==> src/rtl/johnson_counter.sv <==
//------------------------------------------------------------------------------
// Module   : johnson_counter
// Purpose  : N-bit Johnson (twisted-ring) counter with a 2N-state period,
//            binary phase index, one-hot phase decode, wrap flag and
//            illegal-pattern detection with self-recovery to all-zeros.
// Revision : 1.0  initial release
//------------------------------------------------------------------------------
`default_nettype none

module johnson_counter #(
  parameter  int N  = 4,
  localparam int PW = $clog2(2 * N)
) (
  input  logic           clk,
  input  logic           clr,
  output logic [N-1:0]   out,
  output logic [PW-1:0]  phase,
  output logic [2*N-1:0] decode,
  output logic           wrap,
  output logic           illegal
);

  // Counter wide enough to hold a popcount of 0..N.
  localparam int CW = $clog2(N + 1);

  // The width must allow a shift of N-1 bits into the MSB.
  if (N < 2) begin : g_param_check
    $error("johnson_counter: N must be at least 2");
  end

  logic [N-1:0]  state;
  logic [N-1:0]  state_next;
  logic [CW-1:0] ones;
  logic [CW-1:0] turns;
  logic          valid;
  logic [PW-1:0] raw_phase;

  // Count the set bits of the current code.
  always_comb begin
    ones = '0;
    for (int i = 0; i < N; i++) begin
      ones = ones + CW'(state[i]);
    end
  end

  // Count adjacent-bit transitions; every Johnson code has at most one
  // (a single boundary between a block of ones and a block of zeros).
  always_comb begin
    turns = '0;
    for (int i = 1; i < N; i++) begin
      turns = turns + CW'(state[i] ^ state[i-1]);
    end
  end

  assign valid   = (turns <= CW'(1));
  assign illegal = ~valid;

  // Rising half (MSB clear) indexes by ones count; falling half by 2N - ones.
  // The subtraction is modulo 2^PW, which is exact for every legal code.
  always_comb begin
    if (state[N-1]) begin
      raw_phase = PW'(2 * N) - PW'(ones);
    end else begin
      raw_phase = PW'(ones);
    end
  end

  assign phase = valid ? raw_phase : '0;
  assign wrap  = valid && (raw_phase == PW'(2 * N - 1));

  for (genvar k = 0; k < 2 * N; k++) begin : g_decode
    assign decode[k] = valid && (raw_phase == PW'(k));
  end

  // Shift toward the MSB with the inverted MSB fed back; a corrupted code is
  // discarded so the ring re-enters the legal sequence at zero.
  always_comb begin
    if (valid) begin
      state_next = {state[N-2:0], ~state[N-1]};
    end else begin
      state_next = '0;
    end
  end

  // State register with asynchronous clear to the all-zeros code.
  always_ff @(posedge clk or posedge clr) begin
    if (clr) begin
      state <= '0;
    end else begin
      state <= state_next;
    end
  end

  assign out = state;

endmodule

`default_nettype wire

==> config.mk <==
export PLATFORM = sky130hd
export DESIGN_NAME = johnson_counter
export DESIGN_NICKNAME = d
export VERILOG_FILES = /design/src/rtl/johnson_counter.sv
export SDC_FILE = /design/constraint.sdc
export NUM_CORES = 1
export LEC_CHECK = 0
export CORE_MARGIN = 8
export CORE_UTILIZATION = 28
export DETAILED_ROUTE_END_ITERATION = 8
export PLACE_DENSITY = 0.63
export REMOVE_ABC_BUFFERS = 1
export SLEW_MARGIN = 20
export SYNTH_ARGS = -nofsm -noshare
export SYNTH_HDL_FRONTEND = slang
export SYNTH_SLANG_ARGS = --single-unit
==> constraint.sdc <==
create_clock -name clk -period 5.83 [get_ports clk]
set_input_delay 0.8745 -clock clk [delete_from_list [all_inputs] [get_ports clk]]
set_output_delay 0.8745 -clock clk [all_outputs]
set_load 0.005 [all_outputs]
---- After elaboration in Yosys (flattened, before gate mapping) ----
Index checks and enable logic that the tools add are counted.
W data, S select, Z words.
word-level totals
  flip-flop bits (word level) ............. 4
  input port bits ......................... 2
operators by class
  $add $sub $neg .......................... 6
  multiplexer cells ....................... 3
  $lt $le $gt $ge ......................... 1
  reductions and logical operators ........ 9
  equality and inequality tests ........... 7
  bitwise gates (word level) .............. 5
operators with widths
  operator               number
  $eq A3 B3 Y1 const B   4
  $logic_and A1 B1 Y1    8
  $add A2 B1 Y3          2
  $eq A3 B2 Y1 const B   2
  $mux W3                2
  $add A1 B1 Y2          2
  $mux W4                1
  $add A3 B1 Y3          1
  $eq A3 B1 Y1 const B   1
  $le A3 B1 Y1 const B   1
  $logic_not A3 Y1       1
  $sub A1 B3 Y3 const A  1
  $xor A1 B1 Y1          3
  $not A1 Y1             2

---- Logic depth before layout (Yosys ltp) ----
  word-level depth ........................ 7
  depth in mapped cells ................... 8

---- Least setup slack after synthesis ----
OpenSTA, ideal clock, no wires.
  kind .................................... register to output
  from .................................... register state[0] (netlist: out[0])
  to ...................................... output port decode[7]
  path slack .............................. 2.894 ns
  arrival time ............................ 2.061 ns
  stages on the path, launching flop included .. 8
  data required time ...................... 4.956 ns
  path through ............................ dfrtp_1 -> fa_1 -> ha_1 -> clkbuf_2 -> nand2_2 -> or3_1 -> a211oi_2 -> buf_4
on the way
  cells in the longest elaborated chain, start to end .. 7
  elaborated cells on any way between the ends .. 11
  those cells by class .................... 6 x add/sub; 1 x order compare; 1 x eq/ne; 1 x mux; 1 x bitwise; 1 x reduce/logical
RTL lines
  element                  line  text
  start, declared          31    logic [N-1:0] state;
  start signal, assigned   90    state <= state_next;
  $add A1 B1 Y2            42    ones = ones + CW'(state[i]);
  $add A2 B1 Y3            42
  $add A3 B1 Y3            42
  $sub A1 B3 Y3            62    raw_phase = PW'(2 * N) - PW'(ones);
  $mux W3                  61    if (state[N-1]) begin
  $eq A3 B3 Y1             -
  $logic_and A1 B1 Y1 (*)  -
  end, declared            18    output logic [2*N-1:0] decode,
Every way passes the cells marked *; elsewhere a longest branch is shown, timed or not.

---- Worst setup path after layout ----
  from .................................... register state[3] (netlist: out[3])
  to ...................................... output port phase[2]
on the way
  cells in the longest elaborated chain, start to end .. 4
  elaborated cells on any way between the ends .. 7
  those cells by class .................... 3 x add/sub; 1 x order compare; 2 x mux; 1 x bitwise
RTL lines
  element                                                line    text
  $add A3 B1 Y3 / $xor A1 B1 Y1 (equally long branches)  42, 51
  $sub A1 B3 Y3 / $add A2 B1 Y3 (equally long branches)  62, 51
  $mux W3 / $le A3 B1 Y1 (equally long branches)         61, 55
  $mux W3 (*)                                            68      assign phase = valid ? raw_phase : '0;
  end, declared                                          17      output logic [PW-1:0] phase,
Marked as above.

==> results.cfg <==
[detailed_routing]
drt-wirelength-per-cell_um = 12.81
drtIter0Drc = 12
drtAntennaViolNets = 0
route.detailed.drc = 0
via_count = 459
drt-pass1-iter-count = 4
viasPerCell = 4.590
totalWireLength_um = 1281

[synthesis]
yosys_warnings = 0
synth_seq_cells = 4
synthAdderAreaFrac_pct = 12.90
seq_area_frac_synth_pct = 18.43
synth-compound-area-share_pct = 24.65
syn_area_sq_um = 543.0
synth_top_family_by_area = compound AO/OA/AOI/OAI gates
yosys.cell_types.count = 30
synthTopCellsByArea = dfrtp_1 (18%), a211oi_2 (14%), ha_1 (9.2%), buf_6 (8.3%), fa_1 (3.7%)
synthMuxAreaShare_pct = 1.843
netlist_instances = 58
synth_xor_area_share_pct = 6.452
syn_area_per_cell_sq_um = 9.362
synth_top_area_share_pct = 18.43
yosysTopAreaCell = dfrtp_1
yosys.area_share.simple_pct = 22.35

[floorplan]
core-area_sq_um = 1902
dieArea_sq_um = 3605
die_w_um = 60.04
die_h_um = 60.04
row_count = 16
num_io_pins = 19
start_util_pct = 28.55

[placed_design]
placed_area_sq_um = 699.4
place_ws_ps = 2195
dp_hpwl_um = 971.4
gp_congestion = 0.7706
dp.cells = 97
io_buffers = 18

[clocking]
htreeDepth = 1
cts_made_buffers = 3
clock-sinks = 4
hold_buffers = 0
cts_tree = built
ctsResizeCount = 0
cts_setup_buffers = 0
cts_root_buffer = clkbuf_4
clk_latency_ps = 230
clk_path_buf_depth = 2
clk_pin_slew_ps = 40

[global_routing]
grt_usage_pct = 8.093
antenna_found_initial = 0
grt_start_max_net_pins = 13
overflow = 0
grt_pass1_vias = 500
grt_pass1_wl_um = 2242

[pwr]
seqPwrFrac_pct = 44.7
p_int_mw = 0.05152
fin_total_pwr_mw = 0.06246
comb_power_share_pct = 1.9
power.share.switching_pct = 17.51
vdd_ir_drop_max_uv = 83.28
p_switching_mw = 0.01094
pwr-share-clk_pct = 53.4
p_per_area_nw_per_um2 = 86.51
p_leak_nw = 0.2942

[timing]
tightest_slew_ps = 418.9
maxSlewViolCount = 0
skew_ps = 1.948
hold_violations = 0
setup-violations-final = 0
relSlewSlack_pct = 71.78
period_share_pct = 65.78
layout_setup_ws_ps = 1995
fin_setup_tns_ps = 0
timing.fmax_mhz = 260.8
fin_crit_ps = 3835
rsz0062_at_grt = false
hold_slack_ps = 600.3

[layout]
fin_util_pct = 37.96
drive_gt1_share_pct = 20.55
antennaDiodeCount = 0
syn2layout_area_growth_pct = 32.95
instances_no_fill = 100
final_cell_area_sq_um = 721.9
fin_nets = 82
largest_reg_flops = 4

[run]
cap_violations = 0

[status]
outcome = complete, no violations

[worst_hold_path]
min_from = out[0]
worst_hold_path_type = flip-flop to flip-flop
hold_depth = 1
hold_end = out[1]

[worst_setup_path]
r2r-end = out[0]
crit_fanout = 12
worstPathArrival_ps = 2960
crit_type = flip-flop to output pin
worstPathRequired_ps = 4960
crit_path_end_kind = output pin
r2r_slack_ps = 4180
timing.rr.start = out[0]
cp-start-kind = flip-flop
reg2reg_depth = 5
synth_stat cells, drive strengths merged:
cell     count
a211oi       6
buf          5
dfrtp        4
ha           4
inv          4
nor2         4
o21ai        4
and2         3
nand2        3
a21oi        2
nand4        2
or3          2
xnor2        2
xor2         2
a2111oi      1
and2b        1
and3b        1
clkbuf       1
fa           1
mux2i        1
nand2b       1
nor3         1
nor3b        1
nor4b        1
o211a        1
per-layer routing:
layer,share of wire (%),wire length [um],GRT usage (%),vias to the layer above
met5,0,0,0,-
met2,47,603,12.31,9
li1,-,-,-,232
met1,45,572,8.415,218
met3,8.3,106,4.516,0
met4,0,0,5.102,0
kinds of logic after synthesis:
kind of cell | after synthesis
buffers and inverters | 10
AND/OR/NAND/NOR | 20
adder cells (fa/ha/maj) | 5
AO/OA/AOI/OAI | 14
multiplexers | 1
XOR/XNOR | 4
flip-flops | 4
worst max-delay path by stage:
stage | start | to | slack [ps] | cells after the start
global placement | out[3] | phase[2] | 2280 | 6
finish | out[3] | phase[2] | 1990 | 6
CTS | out[3] | phase[2] | 1940 | 6
detailed placement | out[3] | phase[2] | 2200 | 6
global route | out[3] | phase[2] | 1780 | 6
floorplan | out[3] | phase[2] | 2890 | 5
worst max-delay path: stages (launching register included):
cell and delay [ps]:
dfrtp_1 560, fa_1 510, ha_1 400, nand2b_1 190, mux2i_1 150, a2111oi_2 360
clkdlybuf4s50_1 560
power groups by stage:
stage                     Combinational (mW)  Clock (mW)  Sequential (mW)
after floorplan                     0.000463           0           0.0283
after global placement               0.00118           0           0.0283
after detailed placement             0.00121           0           0.0283
after CTS                            0.00121      0.0352           0.0279
after global routing                 0.00135      0.0378           0.0279
final                                0.00116      0.0334           0.0279
layout make-up:
type | count | area, sq um
clock buffer | 3 | 22.52
fill | 194 | 1180
inverter | 4 | 15.01
multi-input combinational | 44 | 370.4
sequential | 4 | 100.1
tap | 27 | 33.78
timing repair buffer | 18 | 180.2
cells in the final DEF, fill, tap and decap left out, types with 2 or more instances in the layout:
cell,count
clkdlybuf4s50_1,18
a211oi_2,6
nor2_1,4
o21ai_0,4
ha_1,4
dfrtp_1,4
and2_1,3
clkbuf_4,3
xor2_1,2
inv_2,2
xnor2_1,2
nand2_1,2
inv_1,2
nand4_1,2
Note: power is estimated with default switching activity, not from simulation.
